<file path="config.mk">
export PLATFORM = sky130hd
export DESIGN_NAME = mips32_fetch_queue
export DESIGN_NICKNAME = d
export VERILOG_FILES = /design/src/rtl/mips32_pkg.sv /design/src/rtl/mips32_fifo.sv /design/src/rtl/mips32_fetch_queue.sv
export SDC_FILE = /design/constraint.sdc
export NUM_CORES = 1
export LEC_CHECK = 0
export ABC_AREA = 1
export BUFFER_PORTS_ARGS = -buffer_cell sky130_fd_sc_hd__buf_2
export CORE_MARGIN = 3
export CORE_UTILIZATION = 50
export DETAILED_ROUTE_END_ITERATION = 10
export GPL_TIMING_DRIVEN = 0
export HOLD_SLACK_MARGIN = 0.08
export PLACE_DENSITY = 0.68
export REMOVE_ABC_BUFFERS = 1
export SETUP_SLACK_MARGIN = 0.2
export SLEW_MARGIN = 20
export SYNTH_ARGS = -nofsm -noshare
export SYNTH_HDL_FRONTEND = slang
export SYNTH_HIERARCHICAL = 1
export SYNTH_SLANG_ARGS = --single-unit
</file>
<file path="constraint.sdc">
create_clock -name clk1 -period 7.1 [get_ports clk1]
set_input_delay 0.71 -clock clk1 [delete_from_list [all_inputs] [get_ports clk1]]
set_output_delay 0.71 -clock clk1 [all_outputs]
set_load 0.01 [all_outputs]
</file>
<file path="src/rtl/mips32_pkg.sv">
// Definitions shared between the MIPS32 core and its fetch front end:
// opcodes, word width, default instruction-memory address width.
package mips32_pkg;

    localparam int WORD_W     = 32;
    localparam int DEFAULT_AW = 10;

    typedef enum logic [5:0] {
        OP_ADD   = 6'b000000,
        OP_SUB   = 6'b000001,
        OP_AND   = 6'b000010,
        OP_OR    = 6'b000011,
        OP_SLT   = 6'b000100,
        OP_MUL   = 6'b000101,
        OP_LW    = 6'b001000,
        OP_SW    = 6'b001001,
        OP_ADDI  = 6'b001010,
        OP_SUBI  = 6'b001011,
        OP_SLTI  = 6'b001100,
        OP_BNEQZ = 6'b001101,
        OP_BEQZ  = 6'b001110,
        OP_HLT   = 6'b111111
    } opcode_e;

    typedef enum logic {
        ST_FETCH  = 1'b0,
        ST_HALTED = 1'b1
    } fetch_state_e;

    // One fetch-queue entry: instruction word plus the PC that follows it.
    typedef struct packed {
        logic [WORD_W-1:0] ir;
        logic [WORD_W-1:0] npc;
    } fq_entry_t;

    function automatic logic is_hlt(input logic [WORD_W-1:0] ir);
        return ir[31:26] == OP_HLT;
    endfunction

endpackage

</file>
<file path="src/rtl/mips32_fifo.sv">
// Synchronous FIFO with flush and a registered head word, so the consumer
// sees the oldest entry straight from a flop.
module mips32_fifo #(
    parameter int DEPTH = 4,
    parameter int W     = 64
) (
    input  logic                     clk1,
    input  logic                     rst_n,
    input  logic                     push,
    input  logic [W-1:0]             wdata,
    input  logic                     pop,
    input  logic                     flush,
    output logic [$clog2(DEPTH):0]   count,
    output logic [W-1:0]             head
);

    localparam int PW = $clog2(DEPTH);
    localparam int CW = PW + 1;

    logic [W-1:0]  mem_q [DEPTH];
    logic [PW-1:0] rd_ptr_q;
    logic [PW-1:0] wr_ptr_q;
    logic [PW-1:0] rd_next;
    logic [CW-1:0] count_q;
    logic [W-1:0]  head_q;
    logic          pop_ok;

    assign pop_ok  = pop && (count_q != '0);
    assign rd_next = rd_ptr_q + PW'(1);

    // NOTE: storage carries no reset; validity is tracked by count_q alone,
    // which keeps the array a plain register file / RAM.
    always_ff @(posedge clk1) begin
        if (push && !flush) begin
            mem_q[wr_ptr_q] <= wdata;
        end
    end

    // NOTE: sequential state uses non-blocking assignments only, so every
    // flop samples pre-edge values regardless of statement order.
    always_ff @(posedge clk1 or negedge rst_n) begin
        if (!rst_n) begin
            rd_ptr_q <= '0;
            wr_ptr_q <= '0;
            count_q  <= '0;
            head_q   <= '0;
        end else if (flush) begin
            rd_ptr_q <= '0;
            wr_ptr_q <= '0;
            count_q  <= '0;
            head_q   <= '0;
        end else begin
            if (push) begin
                wr_ptr_q <= wr_ptr_q + PW'(1);
            end
            if (pop_ok) begin
                rd_ptr_q <= rd_next;
            end
            count_q <= count_q + CW'(push) - CW'(pop_ok);
            // Head follows the new oldest entry: bypass when the queue drains to empty.
            if ((count_q - CW'(pop_ok)) == '0) begin
                if (push) begin
                    head_q <= wdata;
                end
            end else if (pop_ok) begin
                head_q <= mem_q[rd_next];
            end
        end
    end

    assign count = count_q;
    assign head  = head_q;

endmodule

</file>
<file path="src/rtl/mips32_fetch_queue.sv">
// Instruction fetch front end: owns the PC, issues one-cycle-latency reads,
// queues {ir, npc} for ID, and handles branch redirects and HLT.
module mips32_fetch_queue
    import mips32_pkg::*;
#(
    parameter int DEPTH = 4,
    parameter int AW    = DEFAULT_AW
) (
    input  logic              clk1,
    input  logic              rst_n,
    output logic              imem_req,
    output logic [AW-1:0]     imem_addr,
    input  logic [WORD_W-1:0] imem_rdata,
    input  logic              redirect,
    input  logic [WORD_W-1:0] redirect_pc,
    output logic              out_valid,
    output logic [WORD_W-1:0] out_ir,
    output logic [WORD_W-1:0] out_npc,
    input  logic              out_ready,
    output logic              halted
);

    localparam int CW = $clog2(DEPTH) + 1;

    fetch_state_e      state_q;
    logic [WORD_W-1:0] pc_q;
    logic [WORD_W-1:0] req_addr_q;
    logic              inflight_q;

    logic [CW-1:0]     fifo_count;
    logic              push;
    logic              hlt_seen;
    fq_entry_t         push_entry;
    fq_entry_t         head;
    logic [$bits(fq_entry_t)-1:0] head_bits;

    // Gated by rst_n so the request drops the moment reset asserts.
    assign imem_req = rst_n && (state_q == ST_FETCH) && !redirect &&
                      ((32'(fifo_count) + 32'(inflight_q)) < 32'(DEPTH));
    assign imem_addr = pc_q[AW-1:0];

    assign push       = inflight_q && !redirect;
    assign hlt_seen   = push && is_hlt(imem_rdata);
    assign push_entry = '{ir: imem_rdata, npc: req_addr_q + 32'd1};

    // A request issued alongside a returning HLT is killed by clearing
    // inflight and rewinding pc to the word after the HLT.
    always_ff @(posedge clk1 or negedge rst_n) begin
        if (!rst_n) begin
            state_q    <= ST_FETCH;
            pc_q       <= '0;
            req_addr_q <= '0;
            inflight_q <= 1'b0;
        end else if (redirect) begin
            state_q    <= ST_FETCH;
            pc_q       <= redirect_pc;
            inflight_q <= 1'b0;
        end else if (hlt_seen) begin
            state_q    <= ST_HALTED;
            pc_q       <= req_addr_q + 32'd1;
            inflight_q <= 1'b0;
        end else begin
            inflight_q <= imem_req;
            if (imem_req) begin
                pc_q       <= pc_q + 32'd1;
                req_addr_q <= pc_q;
            end
        end
    end

    mips32_fifo #(
        .DEPTH (DEPTH),
        .W     ($bits(fq_entry_t))
    ) u_fifo (
        .clk1  (clk1),
        .rst_n (rst_n),
        .push  (push),
        .wdata (push_entry),
        .pop   (out_ready),
        .flush (redirect),
        .count (fifo_count),
        .head  (head_bits)
    );

    assign head      = fq_entry_t'(head_bits);
    assign out_valid = (fifo_count != '0);
    assign out_ir    = head.ir;
    assign out_npc   = head.npc;
    assign halted    = (state_q == ST_HALTED);

endmodule

</file>
* Word-level counts from Yosys, hierarchy flattened
Memories as Yosys holds them, arrays and structs flattened.
Index checks and enable logic that the tools add are counted.
** Word-level totals
- Flip-flop bits (word level) :: 137
- Bits in writable memories :: 256
- Input bits :: 68
- Output and inout port bits :: 77
- Logic and storage cells :: 58
- Memories kept :: 1
** Cells by class
- Add/subtract/negate cells :: 8
- Order comparisons :: 1
- Equality and inequality tests :: 2
- Muxes and demuxes :: 18
- Bitwise logic cells :: 3
- Reduce and logical (&&, ||, !) cells :: 17
** Memories
- u_fifo.mem_q :: words 4, width 64, rd ports 1, clocked after memory_dff 0, wr ports 1, RTL line mips32_fifo.sv:20 : logic [W-1:0] mem_q [DEPTH];
** Operators by type and width (count)
- 64-bit two-way mux :: 4
- 32-bit two-way mux :: 3
- 32-bit by 1-bit adder with 32-bit output (second input constant) :: 2
- 3-bit nonzero test :: 3
- 2-bit two-way mux :: 4
- 1-bit logical AND :: 7
- 6-bit equality test (second input constant) :: 1
- 1-bit two-way mux :: 6
- 2-bit nonzero test :: 3
- 3-bit by 1-bit subtractor with 3-bit output :: 2
- 2-bit by 1-bit adder with 2-bit output (second input constant) :: 2
- 3-bit by 1-bit adder with 4-bit output :: 1
- 4-bit by 3-bit less-than comparator with 1-bit output (second input constant) :: 1
- 3-bit by 1-bit adder with 3-bit output :: 1
- 3-bit zero test :: 1
- 3-bit two-way mux :: 1
- 3-bit inequality test (second input constant) :: 1
- 1-bit inverter :: 3
- 3-bit AND reduction :: 1
- 2-bit AND reduction :: 1
- 1-bit zero test :: 1

* Logic depth before layout (Yosys ltp)
- Depth after elaboration :: 7
- Mapped depth :: 14
- Depth with buffers taken out :: 12

* Cells and area by module
Netlist, hierarchy kept.
** Modules (own cells, without submodules)
- mips32_fifo :: instances 1, cells an instance 1490, area each 14325.0 sq um, seq. area each 9464.1 sq um
- mips32_fetch_queue :: instances 1, cells an instance 811, area each 5152.4 sq um, seq. area each 1651.6 sq um

* Worst setup path after synthesis
No wires, ideal clock.
- Kind :: input to register
- Start :: input redirect
- End :: memory u_fifo.mem_q[0][0], enable pin
- Library setup time :: 486 ps
- Arrival time :: 4067 ps
- Required time :: 6614 ps
- Path slack :: 2546 ps
- Stages on the path :: 5
- Buffers on the path :: 2
- Path through :: buf_2 > buf_2 > nor2_1 > nand2_1 > nor2_1
** Between the ends
- Cells in the longest elaborated chain, start to end :: 5
** RTL lines
- start, declared :: RTL line mips32_fetch_queue.sv:14 : input logic redirect,
- 1-bit zero test :: RTL line mips32_fetch_queue.sv:42 : assign push = inflight_q && !redirect;
- 1-bit logical AND :: RTL line mips32_fetch_queue.sv:42
- via push :: RTL line mips32_fetch_queue.sv:31 : logic push;
- 1-bit logical AND :: RTL line mips32_fifo.sv:34 : if (push && !flush) begin
- 1-bit two-way mux :: RTL line mips32_fifo.sv:34
- 1-bit two-way mux (implied by the code) :: RTL line mips32_fifo.sv:35 : mem_q[wr_ptr_q] <= wdata;
- end, declared :: RTL line mips32_fifo.sv:20
The timed path passes the listed nets, and every way through them passes these cells.

* Worst setup path after layout
- Start :: register u_fifo.count_q[1], in the netlist u_fifo/count[1]
- End :: register u_fifo.head_q[3], in the netlist u_fifo/head[3]
** Between the ends
- Cells in the longest elaborated chain, start to end :: 6
- Elaborated cells on any way between the ends :: 9
- Those cells by class :: add/sub (1); eq/ne (1); mux (2); reduce/logical (5)
** RTL lines
- start, declared :: RTL line mips32_fifo.sv:24 : logic [CW-1:0] count_q;
- start signal, assigned :: RTL line mips32_fifo.sv:59 : count_q <= count_q + CW'(push) - CW'(pop_ok);
- 3-bit nonzero test :: RTL line mips32_fifo.sv:28 : assign pop_ok = pop && (count_q != '0);
- 1-bit logical AND :: RTL line mips32_fifo.sv:28
- 3-bit by 1-bit subtractor with 3-bit output :: RTL line mips32_fifo.sv:61 : if ((count_q - CW'(pop_ok)) == '0) begin
- 3-bit zero test :: RTL line mips32_fifo.sv:61
- 3-bit inequality test (no source line), or another cell as far along
- 2-bit AND reduction (no source line) or 64-bit two-way mux (tied branches)
- end signal, assigned :: RTL line mips32_fifo.sv:63 : head_q <= wdata;
- end signal, assigned :: RTL line mips32_fifo.sv:66 : head_q <= mem_q[rd_next];
- end, declared :: RTL line mips32_fifo.sv:25 : logic [W-1:0] head_q;
Parallel ways exist; a longest one is shown, timed or not.
A chain may end at the register's enable or synchronous reset.

==> impl_metrics.tcl <==
set metrics [dict create \
    p_int_mw 5.04 \
    synthCells 2301 \
    yosysTopAreaCellShare 0.395 \
    synth_enable_flop_cells 256 \
    hold_viol_final 0 \
    power.density_nw_per_um2 369 \
    remaining_drc_errors 0 \
    fin_nets 2483 \
    wl_per_cell_microns 16.8 \
    grt_pass1_wl_mm 79.5 \
    worst_slew_pin_slew_ns 0.839 \
    hold_buffers 0 \
    setup_viol 0 \
    seq_power_share 0.379 \
    crit_chain "nor2_1, nand2_1, nand2_1, inv_1, ha_1, inv_1, nor2_1, nand4_1, nand2_4, buf_12, nand3_1, nand2_1" \
    slew_headroom 0.439 \
    r2r_cells 12 \
    clock-sinks 393 \
    yosysMostFrequentCell "nand2_1" \
    crit_fanout 35 \
    fin_ws_ns 3.63 \
    hpwlAfterDp_mm 32.3 \
    worstHoldPathType "in -> async" \
    worst_ep_arrival_time_ns 3.94 \
    timing.final.crit_share 0.488 \
    synth_top_area_cell "edfxtp_1" \
    crit_cells 12 \
    switching_share 0.387 \
    slew_viol_final 0 \
    port_buffers 144 \
    critPathTopFamily "simple AND/OR/NAND/NOR gates" \
    combinationalPowerShare 0.363 \
    antennaDiodeCount 0 \
    worstSetupPathType "reg -> reg" \
    fin_worst_skew_ns 0.0133 \
    die-area_sq_um 41400 \
    synth_area_leaders "edfxtp_1, dfrtp_1, nand2_1" \
    synthFlopType "edfxtp_1" \
    grt_pass1_vias 14800 \
    initial_core_util 0.512 \
    power.switching_mw 3.19 \
    tritoncts "built" \
    grt_use_total 0.241 \
    numCtsBuffers 43 \
    endpoint_kind "flop" \
    ant_nets 0 \
    row_count 71 \
    status "finished, final reports clean" \
    max_freq_mhz 289 \
    die_width_microns 203 \
    cts.clk_slew.worst_paths_ns 0.06 \
    yosys_warnings 6 \
    rsz0062_at_grt "no" \
    fin_crit_ns 3.47 \
    drive_gt1_frac 0.117 \
    clock_latency_ns 0.54 \
    yosys.cell_types.count 39 \
    synth_commonest_cells "nand2_1, nor2_1, edfxtp_1" \
    antenna_found_initial 0 \
    reg2reg_slack_ns 3.63 \
    first_pass_iters 5 \
    p_leak_nw 10.4 \
    die_h_microns 203 \
    grt_max_degree 89 \
    startpoint_type "flop" \
    io_pins 145 \
    max-vdd-ir-drop_v 0.000274 \
    crit_top_cell "nand2_1" \
    syn_area_sq_um 19500 \
    dp_slack_ns 3.49 \
    rr_startpoint "u_fifo/count[1]$_DFF_PN0_" \
    critPathMaxStageDelay_ns 0.73 \
    core_sq_um 38000 \
    crit_slowest_cell "nand2_4" \
    synthArstFlopShare 0.349 \
    cts-root-buf "clkbuf_16" \
    vias 15300 \
    drt-total-wl_mm 49.6 \
    ys_seq_area_frac 0.571 \
    grt-ovfl-total 0 \
    critPathBufInv 3 \
    htreeDepth 2 \
    post-cts-setup-buffers 0 \
    cts-resized-gates 0 \
    place.gp.congestion 0.860 \
    reg2reg_to "u_fifo/head[3]$_DFFE_PN0P_" \
    clkPwrFrac 0.257 \
    drv_cap 0 \
    via_per_inst 5.19 \
    startpoint "u_fifo/count[1]$_DFF_PN0_" \
    drt_iter0_markers 1166 \
    cts_buffer_depth 3 \
    syn_area_per_cell_sq_um 8.46 \
    endpoint "u_fifo/head[3]$_DFFE_PN0P_" \
    area_delta_synth_final_pct 14.4 \
    critPathRequiredTime_ns 7.57 \
    final_util 0.586 \
    ys_ff_latch 393 \
]
metal layers:
layer  vias up  wire length, microns  global-route usage
met5         -                     0                   0
met4         0                  1200              0.0703
met3        77                  3090              0.0298
met2       491                 23200               0.396
met1      7219                 22100               0.339
li1       7514                     -                   -
placed cells by master (no fill, tap or decap), types with 5 or more instances in the layout:
master,instances
xnor2_1,9
xor2_1,12
clkbuf_16,47
clkbuf_1,10
nand2_1,777
nor2_1,356
dfrtp_1,135
nand3_1,195
buf_12,7
edfxtp_1,256
ha_1,9
nand2_2,5
clkinv_2,12
nor2_4,15
buf_2,142
a21oi_1,5
clkinv_1,5
nand3b_1,20
and2_1,6
o21ai_0,103
nand4_1,7
buf_16,17
o21ai_1,21
inv_1,215
nand2_4,7
inv_2,6
power by group through the flow:
stage,Clock [mW],Sequential (mW),Combinational [mW]
finish,2.12,3.12,2.99
global route,2.26,3.16,3.37
CTS,2.17,3.12,3.00
detailed placement,0,3.16,2.98
global placement,0,3.25,2.75
floorplan,0,3.22,1.75
cell families (layout without fill, tap and decap cells):
logic type | count (synthesis) | after routing | share of synthesized area
compound gates | 136 | 136 | 0.0357
xor+xnor | 25 | 25 | 0.0128
fa+ha+maj | 10 | 10 | 0.00681
buf+inv | 336 | 474 | 0.0766
flops | 393 | 393 | 0.571
simple gates | 1401 | 1401 | 0.297
flip-flops by register name, summed over array words and instances (netlist names):
name             flops
u_fifo/mem_q       256
u_fifo/head         64
pc_q                32
req_addr_q          32
u_fifo/count         3
u_fifo/rd_ptr_q      2
u_fifo/wr_ptr_q      2
halted               1
inflight_q           1
worst min path at each step:
stage	from	end	slack [ns]	depth (start not counted)
4_1_cts	rst_n	pc_q[22]$_DFFE_PN0P_	0.09	1
2_1_floorplan	rst_n	halted$_DFFE_PN0P_	0.41	0
5_1_grt	rst_n	pc_q[10]$_DFFE_PN0P_	0.12	1
3_3_place_gp	u_fifo/head[55]$_DFFE_PN0P_	u_fifo/head[55]$_DFFE_PN0P_	0.48	2
6_report	rst_n	pc_q[27]$_DFFE_PN0P_	0.1	1
3_5_place_dp	u_fifo/head[45]$_DFFE_PN0P_	u_fifo/head[45]$_DFFE_PN0P_	0.49	2
per-stage QoR:
step | instance area [sq um] | hold WS [ns] | power [mW] | instances | TNS [ns]
2_1_floorplan | 18800 | 0.414 | 4.97 | 2188 | 0
3_3_place_gp | 20200 | 0.483 | 6.00 | 2843 | -506.90
3_5_place_dp | 20900 | 0.488 | 6.15 | 2871 | 0
4_1_cts | 22300 | 0.0930 | 8.29 | 2950 | 0
5_1_grt | 22300 | 0.117 | 8.79 | 2950 | 0
6_report | 22300 | 0.0963 | 8.23 | 2950 | 0
layout make-up:
type                            instances  area, sq um
Timing Repair Buffer                  172         1390
Tap cell                              511          639
Multi-Input combinational cell       1572         6940
Clock inverter                         19         97.6
Fill cell                            3389        15700
Sequential cell                       393        11100
Clock buffer                           60         1250
Inverter                              223          841
Power figures use the tool's default switching activity.
